File: src/rtl/mem_stage_pipe_pkg.sv
// Shared types and default widths for the MEM stage.
// FSM encoding plus data/address/register-index defaults.
package mem_stage_pipe_pkg;

   typedef enum logic {
      IDLE   = 1'b0,
      ACCESS = 1'b1
   } state_t;

   localparam int DefDw      = 8;
   localparam int DefAw      = 8;
   localparam int DefRw      = 2;
   localparam int DefTimeout = 15;

endpackage

File: src/rtl/mem_jump_resolve.sv
// Combinational jump decision shared by pipeline stages.
// Unconditional jump, or conditional on (not-)equal zero flag.
module mem_jump_resolve (
   input  logic j,
   input  logic jc,
   input  logic neq,
   input  logic zero,
   output logic taken
);

   assign taken = j | (jc & (neq ? ~zero : zero));

endmodule

File: src/rtl/mem_stage_pipe.sv
// MEM stage between EX and WB with variable-latency data memory.
// Optional access timeout enabled by defining MEM_TIMEOUT_EN.
module mem_stage_pipe
   import mem_stage_pipe_pkg::*;
#(
   parameter int DW      = DefDw,
   parameter int AW      = DefAw,
   parameter int RW      = DefRw,
   parameter int TIMEOUT = DefTimeout
) (
   input  logic          clock,
   input  logic          reset_n,
   input  logic          in_valid,
   input  logic          in_wr,
   input  logic          in_rm,
   input  logic          in_wm,
   input  logic          in_j,
   input  logic          in_jc,
   input  logic          in_neq,
   input  logic          in_zero,
   input  logic [RW-1:0] in_rd,
   input  logic [DW-1:0] in_alu,
   input  logic [DW-1:0] in_regval,
   output logic          stall,
   output logic          mem_req,
   output logic          mem_we,
   output logic [AW-1:0] mem_addr,
   output logic [DW-1:0] mem_wdata,
   input  logic [DW-1:0] mem_rdata,
   input  logic          mem_ready,
   output logic          out_valid,
   output logic          out_wr,
   output logic          out_rm,
   output logic [RW-1:0] out_rd,
   output logic [DW-1:0] out_data,
   output logic          branch_taken,
   output logic          mem_err
);

   if (TIMEOUT < 1) begin : gBadTimeout
      $error("TIMEOUT must be at least 1");
   end

   state_t        state;
   state_t        stateNext;
   logic          busy;
   logic          accept;
   logic          issue;
   logic          done;
   logic          abort;
   logic          fire;
   logic          take;
   logic [RW-1:0] rdQ;
   logic          wrQ;
   logic          rmQ;
   logic          weQ;
   logic          takenQ;
   logic [DW-1:0] aluQ;
   logic [DW-1:0] regvalQ;

   mem_jump_resolve uJump (
      .j     (in_j),
      .jc    (in_jc),
      .neq   (in_neq),
      .zero  (in_zero),
      .taken (take)
   );

   assign busy   = (state == ACCESS);
   assign accept = ~busy & in_valid;
   assign issue  = accept & (in_rm | in_wm);
   assign done   = busy & mem_ready;

   // Memory bus is driven straight from the latched payload while busy.
   assign stall     = busy;
   assign mem_req   = busy;
   assign mem_we    = busy & weQ;
   assign mem_addr  = busy ? aluQ[AW-1:0] : '0;
   assign mem_wdata = busy ? regvalQ : '0;

`ifdef MEM_TIMEOUT_EN
   localparam int CW = $clog2(TIMEOUT + 1);

   logic [CW-1:0] waitCnt;
   logic          errQ;

   assign abort   = busy & ~mem_ready & (waitCnt == CW'(TIMEOUT - 1));
   assign mem_err = errQ;

   // Count unanswered ACCESS cycles; flag is sticky once an abort happens.
   always_ff @(posedge clock or negedge reset_n) begin
      if (!reset_n) begin
         waitCnt <= '0;
         errQ    <= 1'b0;
      end else begin
         if (busy & ~mem_ready & ~abort) waitCnt <= waitCnt + CW'(1);
         else                            waitCnt <= '0;
         if (abort) errQ <= 1'b1;
      end
   end
`else
   assign abort   = 1'b0;
   assign mem_err = 1'b0;
`endif

   // State register.
   always_ff @(posedge clock or negedge reset_n) begin
      if (!reset_n) state <= IDLE;
      else          state <= stateNext;
   end

   // Next state and the one-cycle WB-fire decision.
   always_comb begin
      stateNext = state;
      fire      = 1'b0;
      unique case (state)
         IDLE: begin
            fire = accept & ~issue;
            if (issue) stateNext = ACCESS;
         end
         ACCESS: begin
            fire = done | abort;
            if (done | abort) stateNext = IDLE;
         end
         default: stateNext = IDLE;
      endcase
   end

   // Latch the instruction that goes out to memory; a double flag is a store.
   always_ff @(posedge clock or negedge reset_n) begin
      if (!reset_n) begin
         rdQ     <= '0;
         wrQ     <= 1'b0;
         rmQ     <= 1'b0;
         weQ     <= 1'b0;
         takenQ  <= 1'b0;
         aluQ    <= '0;
         regvalQ <= '0;
      end else if (issue) begin
         rdQ     <= in_rd;
         wrQ     <= in_wr;
         rmQ     <= in_rm;
         weQ     <= in_wm;
         takenQ  <= take;
         aluQ    <= in_alu;
         regvalQ <= in_regval;
      end
   end

   // WB payload: valid, write-enable and branch are pulses gated by fire.
   always_ff @(posedge clock or negedge reset_n) begin
      if (!reset_n) begin
         out_valid    <= 1'b0;
         out_wr       <= 1'b0;
         branch_taken <= 1'b0;
         out_rm       <= 1'b0;
         out_rd       <= '0;
         out_data     <= '0;
      end else begin
         out_valid    <= fire;
         out_wr       <= fire & (busy ? (wrQ & ~abort) : in_wr);
         branch_taken <= fire & (busy ? takenQ : take);
         if (fire) begin
            out_rm <= busy ? rmQ : in_rm;
            out_rd <= busy ? rdQ : in_rd;
            if (abort)               out_data <= '0;
            else if (!busy)          out_data <= in_alu;
            else if (rmQ & ~weQ)     out_data <= mem_rdata;
            else                     out_data <= aluQ;
         end
      end
   end

endmodule
File: config.mk
export PLATFORM = sky130hd
export DESIGN_NAME = mem_stage_pipe
export DESIGN_NICKNAME = d
export VERILOG_FILES = /design/src/rtl/mem_stage_pipe_pkg.sv /design/src/rtl/mem_jump_resolve.sv /design/src/rtl/mem_stage_pipe.sv
export SDC_FILE = /design/constraint.sdc
export NUM_CORES = 1
export LEC_CHECK = 0
export ABC_AREA = 1
export BUFFER_PORTS_ARGS = -buffer_cell sky130_fd_sc_hd__buf_2
export CAP_MARGIN = 20
export CORE_UTILIZATION = 30
export DETAILED_ROUTE_END_ITERATION = 10
export PLACE_DENSITY = 0.57
export RECOVER_POWER = 25
export SYNTH_ARGS = -nofsm -noshare
export SYNTH_HDL_FRONTEND = slang
export SYNTH_HIERARCHICAL = 1
export SYNTH_SLANG_ARGS = --single-unit
File: constraint.sdc
create_clock -name clock -period 2.46 [get_ports clock]
set_input_delay 0.123 -clock clock [delete_from_list [all_inputs] [get_ports clock]]
set_output_delay 0.123 -clock clock [all_outputs]
set_load 0.1 [all_outputs]
==> summary.txt <==
Outcome
  • Outcome: completed

STA
  • Crit share post-route: 0.7342
  • Max-slew headroom: 0.3867
  • Fmax: 553.7 MHz
  • Pins Over Slew Limit: 0
  • Unrepaired setup endpoints after global routing: false
  • Final Setup Violations: 0
  • Hold Fails Final Rpt: 0
  • Worst clock skew: 5.901 ps
  • Min Clock Period, post-route: 1806 ps
  • Setup TNS: 0 ps
  • Least-Margin Pin Slew: 920.0 ps

Yosys
  • Post-synthesis cell area: 1863 um^2
  • Top cells by area, synth: dfrtp_1 (50%), nand2_1 (24%), inv_1 (8.9%)
  • Syn nets: 298
  • Syn avg cell area: 7.138 um^2
  • Cells after Synth: 261
  • Synth cell types: 18
  • Seq/Total Area, Yosys: 0.4970
  • Synth warn: 6
  • Post-synth top area share: 0.4970
  • Flops & latches, synth: 37
  • Synth area leader: dfrtp_1

Layout
  • Non-Filler Instances: 404
  • Fraction of layout cells with a size suffix above 1: 0.2553
  • Storage element area: 925.9 um^2
  • ANT cells: 0
  • Area of the multi-input gates: 690.7 um^2
  • Synth-to-Final Area Change: 26.59%
  • Number of fill cells: 669
  • Most frequent cells in the layout: nand2_1 (119), buf_2 (68), inv_1 (44), dfrtp_1 (37), nand3_1 (17)
  • Final #Nets: 366
  • Commonest non-fill, non-tap cell in the layout: nand2_1

Die
  • Site Rows: 28
  • Die width: 80.81 um
  • Die area: 6529 um^2
  • Starting Density: 0.3128
  • Core ar.: 5956 um^2
  • Vert. Die Dim: 80.81 um
  • Ports: 71

Power
  • Tot Pwr: 2.607 mW
  • Sequential Power Share: 0.325
  • Logic gate share of total power: 0.510
  • LEAKAGE: 1.506 nW
  • Internal: 1.197 mW
  • Maximum VDD drop: 0.0004733 V
  • Power density cells: 1105 nW/um^2
  • Sw Ratio: 0.5410
  • Clock share of power: 0.166
  • NetSw: 1.410 mW

Global route
  • Number of global-route vias before repair: 1575
  • Pin count of the biggest net entering global routing: 38
  • All-Layer GR Usage: 0.1449
  • Initial antenna violation count: 0
  • Overflow after GRT: 0
  • First-pass GRT wire length: 7107 um

Worst setup path
  • Crit-path slowest cell: dfrtp_1
  • Crit end category: output port
  • Cells along the critical path: buf_4 -> nand2_1 -> inv_1 -> buf_2
  • CP peak stage delay: 550 ps
  • Crit path arrival time: 1680 ps
  • Crit start category: register
  • WS Path Type: reg -> out
  • Worst-path fanout max: 16
  • WP data required: 2340 ps

Clocking
  • Clock Tree Buf Depth: 2
  • Clk_lat worst skew: 290 ps
  • Clock net sink count: 37
  • CTS buffer count: 5
  • Clk root buf: clkbuf_8
  • CTS tree: done
  • CTS HTree Levels: 2
  • Clock-pin slew on the worst setup and hold paths: 70 ps

Detailed routing
  • Initial DRC Count: 62
  • Drt pass-1 iters: 4
  • # DRC: 0
  • Drt via density: 4.386
  • Uppermost layer routed: met4
  • DRT antenna net count: 0
  • Vias after detailed routing: 1772
  • Met2 wire length: 1950 um
  • Wire per inst: 11.07 um
  • Met3 routed WL: 328 um
  • Detailed-route wire length on metal 1: 2124 um
  • WL final: 4471 um

Place
  • Port buffer count: 69
  • Dpl cells: 396
  • Post-detail-place hpwl: 3124 um
  • Gpl congestion: 0.7621

Worst hold path
  • Hold Path Class: in -> reg

Job
  • Max-cap check violation count: 0
[synthesized netlist by cell type]
cell and number:
a21boi_2 1, a21oi_1 2, buf_2 5, buf_4 3
buf_6 1, clkbuf_1 4, clkinv_1 1, conb_1 1
dfrtp_1 37, inv_1 44, inv_2 1, nand2_1 119
nand3_1 17, nor2_1 6, nor3_4 1, o21ai_0 16
o21ai_2 1, o22ai_1 1
[worst max-delay path: cells and delay by family, from the launching register on]
family        cells  cell delay, ps
buf+inv           3             750
flops             1             550
simple gates      1              80
[power groups by stage]
stage / sequential, mW / combinational [mW] / clock (mW)
after global placement: 0.853 / 1.33 / 0
after global routing: 0.867 / 1.42 / 0.471
after CTS: 0.847 / 1.34 / 0.449
after floorplan: 1.33 / 0.628 / 0
final: 0.847 / 1.33 / 0.432
after detailed placement: 0.858 / 1.33 / 0
[layer usage]
metal | vias to the layer above | GRT usage
met1 | 797 | 0.1828
met3 | 9 | 0.05618
met2 | 62 | 0.2244
met5 | - | 0
met4 | 0 | 0.05179
li1 | 904 | -
[cell families after synthesis]
kind of cell	Yosys count	synth area share
DFF	37	0.4970
buffers and inverters	59	0.1323
other	1	0.002013
AOI/OAI and AO/OA	21	0.06246
and+or+nand+nor	143	0.3062
[per-stage QoR]
step	worst slack (ps)	utilization	hold WS, ps	instance area (um^2)
2_1_floorplan	177.0	-	-172.6	1863
3_3_place_gp	960.7	0.3792	278.1	2258
3_5_place_dp	885.9	0.3792	277.1	2258
4_1_cts	643.5	0.3960	22.27	2359
5_1_grt	571.6	0.3960	30.20	2359
6_report	653.9	0.3960	32.14	2359
[state kept, by name, indices dropped and copies added (netlist names)]
name,count
aluQ,8
out_data,8
regvalQ,8
out_rd,2
rdQ,2
branch_taken,1
mem_req,1
out_rm,1
out_valid,1
out_wr,1
rmQ,1
takenQ,1
weQ,1
wrQ,1
[worst paths after layout]
kind                            cells past startpoint  slack [ps]     endpoint          from
worst min register to register                      2         480    out_rd[1]     out_rd[1]
worst min-delay path                                3          30   regvalQ[4]  in_regval[4]
max in group asynchronous                           2        1380   regvalQ[5]       reset_n
worst max-delay path                                4         650       mem_we       mem_req
worst max register to register                      6         900  out_data[5]       mem_req
min in group asynchronous                           2         500          wrQ       reset_n
[final cells by class]
type	count	area share
clock buffer	6	0.03501
timing repair buffer	74	0.1634
sequential	37	0.3926
inverter	46	0.07321
tap	75	0.03979
clock inverter	1	0.003183
multi-input combinational	165	0.2928
[repair_timing]
| item | in CTS | in global routing |
|---|---|---|
| setup buffers | 0 | 0 |
| hold buffers | 1 | 0 |
| resized for setup | 0 | 0 |
| endpoints found under the hold margin | 37 | 0 |
Note: power is estimated with default switching activity, not from simulation.
